==> src/rtl/tft_spi_tx_pkg.sv <==
// Shared definitions for the TFT SPI byte transmitter and the renderers
// feeding it: FSM state encoding and the panel command bytes every
// renderer uses to open a window and start a pixel write.
package tft_spi_tx_pkg;

    typedef enum logic [1:0] {
        ST_IDLE = 2'd0,
        ST_LO   = 2'd1,
        ST_HI   = 2'd2
    } state_e;

    localparam logic [7:0] TFT_CMD_CASET = 8'h2A;  // column address set
    localparam logic [7:0] TFT_CMD_RASET = 8'h2B;  // row address set
    localparam logic [7:0] TFT_CMD_RAMWR = 8'h2C;  // memory write

endpackage

==> src/rtl/tft_spi_tx_if.sv <==
// Byte request handshake between a renderer and the SPI transmitter.
//   tft_transmit : one-cycle request pulse (master -> slave)
//   tft_dc       : 0 = command byte, 1 = data byte (master -> slave)
//   tft_data     : byte to send (master -> slave)
//   tft_busy     : byte in flight (slave -> master)
interface tft_if;
    logic       tft_transmit;
    logic       tft_dc;
    logic [7:0] tft_data;
    logic       tft_busy;

    modport master (output tft_transmit, output tft_dc, output tft_data, input tft_busy);
    modport slave  (input tft_transmit, input tft_dc, input tft_data, output tft_busy);
endinterface

==> src/rtl/tft_spi_tx_spi_clk_div.sv <==
// SCK half-period divider. Counts clk cycles while enabled and raises
// tick_o in the last cycle of each half-period, then wraps to 0.
//   clk, rst : system clock, synchronous active-high reset
//   clr_i    : hold the counter at 0 (used while the transmitter is idle)
//   en_i     : count this cycle
//   tick_o   : half-period ends this cycle (combinational, internal use)
module spi_clk_div #(
    parameter int CLK_DIV = 2
) (
    input  logic clk,
    input  logic rst,
    input  logic clr_i,
    input  logic en_i,
    output logic tick_o
);
    localparam int DW = $clog2(CLK_DIV + 1);

    logic [DW-1:0] div_cnt_q;

    assign tick_o = en_i && (div_cnt_q == DW'(CLK_DIV - 1));

    always_ff @(posedge clk) begin
        if (rst || clr_i) begin
            div_cnt_q <= '0;
        end else if (en_i) begin
            div_cnt_q <= tick_o ? '0 : div_cnt_q + 1'b1;
        end
    end
endmodule

==> src/rtl/tft_spi_tx.sv <==
// Byte-level SPI (mode 0, MSB first) transmitter for a 4-wire TFT panel.
// Accepts one byte per tft_transmit pulse when idle, shifts it out over
// 16*CLK_DIV cycles and keeps CS low for CS_HOLD idle cycles afterwards so
// back-to-back bytes from a renderer share one CS assertion.
//   clk, rst : system clock, synchronous active-high reset
//   tft      : renderer handshake (slave side)
//   spi_sck  : serial clock, idle low
//   spi_mosi : serial data, changes only with SCK falling or at accept
//   spi_cs   : chip select, active low
//   spi_dc   : D/C line, latched at accept
module tft_spi_tx
    import tft_spi_tx_pkg::*;
#(
    parameter int CLK_DIV = 2,
    parameter int CS_HOLD = 8
) (
    input  logic  clk,
    input  logic  rst,
    tft_if.slave  tft,
    output logic  spi_sck,
    output logic  spi_mosi,
    output logic  spi_cs,
    output logic  spi_dc
);
    localparam int IW = $clog2(CS_HOLD + 1);

    state_e        state_q;
    logic          busy_q, sck_q, mosi_q, cs_q, dc_q;
    logic [6:0]    shift_q;   // bits still to send after the one on MOSI
    logic [2:0]    bit_q;
    logic [IW-1:0] idle_q;
    logic          tick;

    spi_clk_div #(.CLK_DIV(CLK_DIV)) u_div (
        .clk    (clk),
        .rst    (rst),
        .clr_i  (state_q == ST_IDLE),
        .en_i   (state_q != ST_IDLE),
        .tick_o (tick)
    );

    always_ff @(posedge clk) begin
        if (rst) begin
            state_q <= ST_IDLE;
            busy_q  <= 1'b0;
            sck_q   <= 1'b0;
            mosi_q  <= 1'b0;
            cs_q    <= 1'b1;
            dc_q    <= 1'b0;
            shift_q <= '0;
            bit_q   <= '0;
            idle_q  <= '0;
        end else begin
            case (state_q)
                ST_IDLE: begin
                    // A request always beats CS expiry in the same cycle.
                    if (tft.tft_transmit) begin
                        shift_q <= tft.tft_data[6:0];
                        mosi_q  <= tft.tft_data[7];
                        dc_q    <= tft.tft_dc;
                        cs_q    <= 1'b0;
                        busy_q  <= 1'b1;
                        bit_q   <= '0;
                        idle_q  <= '0;
                        state_q <= ST_LO;
                    end else if (!cs_q) begin
                        if (idle_q == IW'(CS_HOLD - 1)) begin
                            cs_q   <= 1'b1;
                            idle_q <= '0;
                        end else begin
                            idle_q <= idle_q + 1'b1;
                        end
                    end
                end
                ST_LO: begin
                    if (tick) begin
                        sck_q   <= 1'b1;
                        state_q <= ST_HI;
                    end
                end
                ST_HI: begin
                    if (tick) begin
                        sck_q <= 1'b0;
                        if (bit_q == 3'd7) begin
                            busy_q  <= 1'b0;
                            idle_q  <= '0;
                            state_q <= ST_IDLE;
                        end else begin
                            // Next bit goes out on the falling edge, giving a
                            // full half-period of setup before the next rise.
                            mosi_q  <= shift_q[6];
                            shift_q <= {shift_q[5:0], 1'b0};
                            bit_q   <= bit_q + 3'd1;
                            state_q <= ST_LO;
                        end
                    end
                end
                default: state_q <= ST_IDLE;
            endcase
        end
    end

    assign tft.tft_busy = busy_q;
    assign spi_sck      = sck_q;
    assign spi_mosi     = mosi_q;
    assign spi_cs       = cs_q;
    assign spi_dc       = dc_q;
endmodule

==> src/flat_wrapper.sv <==
// flat-port wrapper written by rule: the top's interface ports become plain ports
module tft_spi_tx_flat import tft_spi_tx_pkg::*;
#(
    parameter int CLK_DIV = 2,
    parameter int CS_HOLD = 8
)
  (clk, rst, spi_sck, spi_mosi, spi_cs, spi_dc, tft_tft_transmit, tft_tft_dc, tft_tft_data, tft_tft_busy);
  tft_if tft_i ();
  input  logic clk;
  input  logic rst;
  output logic spi_sck;
  output logic spi_mosi;
  output logic spi_cs;
  output logic spi_dc;
  input wire logic [$bits(tft_i.tft_transmit)-1:0] tft_tft_transmit;
  input wire logic [$bits(tft_i.tft_dc)-1:0] tft_tft_dc;
  input wire logic [$bits(tft_i.tft_data)-1:0] tft_tft_data;
  output wire logic [$bits(tft_i.tft_busy)-1:0] tft_tft_busy;
  assign tft_i.tft_transmit = tft_tft_transmit;
  assign tft_i.tft_dc = tft_tft_dc;
  assign tft_i.tft_data = tft_tft_data;
  assign tft_tft_busy = tft_i.tft_busy;
  tft_spi_tx #(.CLK_DIV(CLK_DIV), .CS_HOLD(CS_HOLD)) u_core (.clk(clk), .rst(rst), .tft(tft_i), .spi_sck(spi_sck), .spi_mosi(spi_mosi), .spi_cs(spi_cs), .spi_dc(spi_dc));
endmodule
==> config.mk <==
export PLATFORM = sky130hd
export DESIGN_NAME = tft_spi_tx_flat
export DESIGN_NICKNAME = d
export VERILOG_FILES = /design/src/rtl/tft_spi_tx_pkg.sv /design/src/rtl/tft_spi_tx_if.sv /design/src/rtl/tft_spi_tx_spi_clk_div.sv /design/src/rtl/tft_spi_tx.sv /design/src/flat_wrapper.sv
export SDC_FILE = /design/constraint.sdc
export NUM_CORES = 1
export LEC_CHECK = 0
export BUFFER_PORTS_ARGS = -buffer_cell sky130_fd_sc_hd__buf_2
export CORE_MARGIN = 4
export CORE_UTILIZATION = 58
export CTS_CLUSTER_DIAMETER = 30
export DETAILED_ROUTE_END_ITERATION = 6
export HOLD_SLACK_MARGIN = 0.03
export PLACE_DENSITY = 0.88
export RECOVER_POWER = 25
export SETUP_SLACK_MARGIN = 0.02
export SKIP_CTS_REPAIR_TIMING = 1
export SLEW_MARGIN = 40
export SYNTH_ARGS = -nofsm -noshare
export SYNTH_HDL_FRONTEND = slang
export SYNTH_SLANG_ARGS = --single-unit
==> constraint.sdc <==
create_clock -name clk -period 5.1 [get_ports clk]
set_input_delay 1.53 -clock clk [delete_from_list [all_inputs] [get_ports clk]]
set_output_delay 1.53 -clock clk [all_outputs]
set_load 0.01 [all_outputs]
==> reports/qor.yml <==
sta:
  finClkSkew_ns: 0.00403
  drv_slew: 0
  fin_crit_ns: 2.49
  final-setup-viol-count: 0
  clock.fmax_ghz: 0.402
  relSlewSlack_pct: 39.9
  period_share_pct: 48.8
  setup_tns_ns: 0
  tightest_slew_ns: 0.902
  hold_viol_final: 0
  rsz0062_at_grt: "no"
  hold_slack_ns: 0.471
floorplan:
  initial_core_util_pct: 60.9
  die-area_um2: 2560
  core_area_um2: 1730
  die_w_um: 50.6
  pin_count: 17
  die_y_um: 50.6
  placementRows: 15
synth:
  syn_area_um2: 1050
  synthCells: 111
  ys_warn_count: 0
  ys_types: 36
  yosysSeqAreaShare_pct: 43.8
  ys_ff_latch: 23
  synth_nets: 126
  async_flop_share_pct: 0
  ys.flop_type: "dfxtp_1"
  synth_edf_count: 0
  avgSynthCellArea_um2: 9.48
detailed_routing:
  via_per_inst: 5.53
  vias: 830
  route.detailed.drc: 0
  detail_route.first_pass.iterations: 3
  post_drt_wl_per_cell_um: 13.3
  ant_nets: 0
  drtIter0Drc: 7
  totalWireLength_um: 1990
pwr:
  p_int_mw: 0.243
  p_sw_share_pct: 26.5
  power.leakage_nw: 0.435
  vdd_ir_drop_max_mv: 0.155
  clock_power_share_pct: 24.4
  power_density_nw_per_um2: 287
  combPwrFrac_pct: 14.3
  p_sw_mw: 0.0878
  seq_power_share_pct: 61.3
global_route:
  grt_pass1_wl_um: 3500
  grt.overflow.total: 0
  grt.total_usage_pct: 17.8
  grt_max_degree: 24
  first_global_vias: 807
  grt_antenna_before_repair: 0
clocking:
  numClockSinks: 23
  clockRootBuffer: "clkbuf_4"
  cts_buffers: 3
  cts_tree: "built"
  clkTransAtPathRegs_ns: 0.11
  clk_latency_ns: 0.30
  h-tree-depth: 1
  clk_path_buf_depth: 2
final_layout:
  final_cell_mix: "dfxtp_1, buf_2, nor2_1"
  layout_commonest_cell: "dfxtp_1"
  nets: 141
  num_antenna_cells: 0
  layout-drive-gt1-share_pct: 18.4
  syn2layout_area_growth_pct: 9.63
  fillCellCount: 167
setup_path:
  critPathMaxFanout: 23
  crit_buf_inv: 1
  slowest_delay_ns: 0.65
  critPathSlowestCell: "clkbuf_1"
  path_cells: "clkbuf_1, nor3_1, mux2_2"
  path_delay_family: "buffers and inverters"
  start_kind: "primary input"
  path_class: "primary input to flip-flop"
  end_kind: "flip-flop"
  required_ns: 5.30
  crit_arrival_ns: 2.69
place:
  io_buffer_count: 16
  gp_congestion: 0.834
  hpwl_um: 1480
worst_hold_path:
  hold_path_class: "flip-flop to flip-flop"
status:
  status: "finished clean"
flow_run:
  cap_viol_max_count: 0
## tightest hold or removal path, stage by stage, from the launching register on
cell     delay [ns]
dfxtp_1        0.33
o41ai_1        0.05
a21oi_1        0.06
## cell type report
cell class / instances / area, um^2 / share of cell area, %
multi-input combinational: 79 / 544 / 47.2
sequential: 23 / 462 / 40.0
timing repair buffer: 16 / 78.8 / 6.83
tap: 25 / 31.3 / 2.71
clock buffer: 4 / 26.3 / 2.28
inverter: 3 / 11.3 / 0.976
## logic make-up after synthesis
kind of cell             synth area share, %
AND/OR/NAND/NOR                         21.4
flip-flops                              43.8
multiplexers                            7.73
adder cells (fa/ha/maj)                 3.57
AO/OA/AOI/OAI                           19.0
buffers and inverters                   4.52
## power by group through the flow
stage	Sequential, mW	Clock, mW	Combinational (mW)
detailed placement	0.207	0	0.0477
global placement	0.206	0	0.0457
CTS	0.203	0.0840	0.0481
floorplan	0.203	0	0.0361
finish	0.203	0.0806	0.0474
global route	0.205	0.0915	0.0543
## cells in the mapped netlist (2+ instances only)
master	count	area, um^2
dfxtp_1	23	460
nor2_1	12	45.0
a211oi_1	8	60.1
a21oi_1	8	40.0
mux2i_1	7	70.1
nand2b_1	7	43.8
nand3_1	5	25.0
ha_1	3	37.5
inv_1	3	11.3
nand2_1	3	11.3
nor3_1	3	15.0
o21ai_0	3	15.0
a22o_1	2	17.5
buf_2	2	10.0
## routing by layer
| layer | vias up | track usage (%) | share of wire (%) |
|---|---|---|---|
| li1 | 434 | - | - |
| met4 | 0 | 5.83 | 0.85 |
| met1 | 376 | 22.7 | 46 |
| met3 | 2 | 4.45 | 4.1 |
| met2 | 18 | 29.3 | 49 |
| met5 | - | 0 | 0 |
## worst paths after layout
check | from | endpoint | slack (ns) | depth (start not counted)
max reg2reg | u_core.bit_q[0]$_SDFFE_PP0P_ | u_core.bit_q[0]$_SDFFE_PP0P_ | 3.09 | 6
max | rst | u_core.bit_q[0]$_SDFFE_PP0P_ | 2.61 | 3
min | u_core.tft.tft_busy$_SDFFE_PP0P_ | u_core.tft.tft_busy$_SDFFE_PP0P_ | 0.47 | 2
min reg2reg | u_core.tft.tft_busy$_SDFFE_PP0P_ | u_core.tft.tft_busy$_SDFFE_PP0P_ | 0.47 | 2
## through the flow
step | power (mW) | std cells | area (um^2) | utilization, % | worst slack [ns]
3_3_place_gp | 0.251 | 146 | 1130 | 65.3 | 2.44
2_1_floorplan | 0.239 | 111 | 1050 | - | 2.75
3_5_place_dp | 0.254 | 146 | 1130 | 65.3 | 2.38
6_report | 0.331 | 150 | 1150 | 66.8 | 2.61
5_1_grt | 0.351 | 150 | 1150 | 66.8 | 2.53
4_1_cts | 0.335 | 150 | 1150 | 66.8 | 2.66
## state kept, by name, indices dropped and copies added, names as in the netlist
register                cells
u_core.u_div.div_cnt_q      2
u_core.idle_q               4
u_core.spi_dc               1
u_core.tft.tft_busy         1
u_core.spi_mosi             1
u_core.spi_sck              1
u_core.spi_cs               1
u_core.state_q              2
u_core.shift_q              7
u_core.bit_q                3
Note: power is estimated with default switching activity, not from simulation.
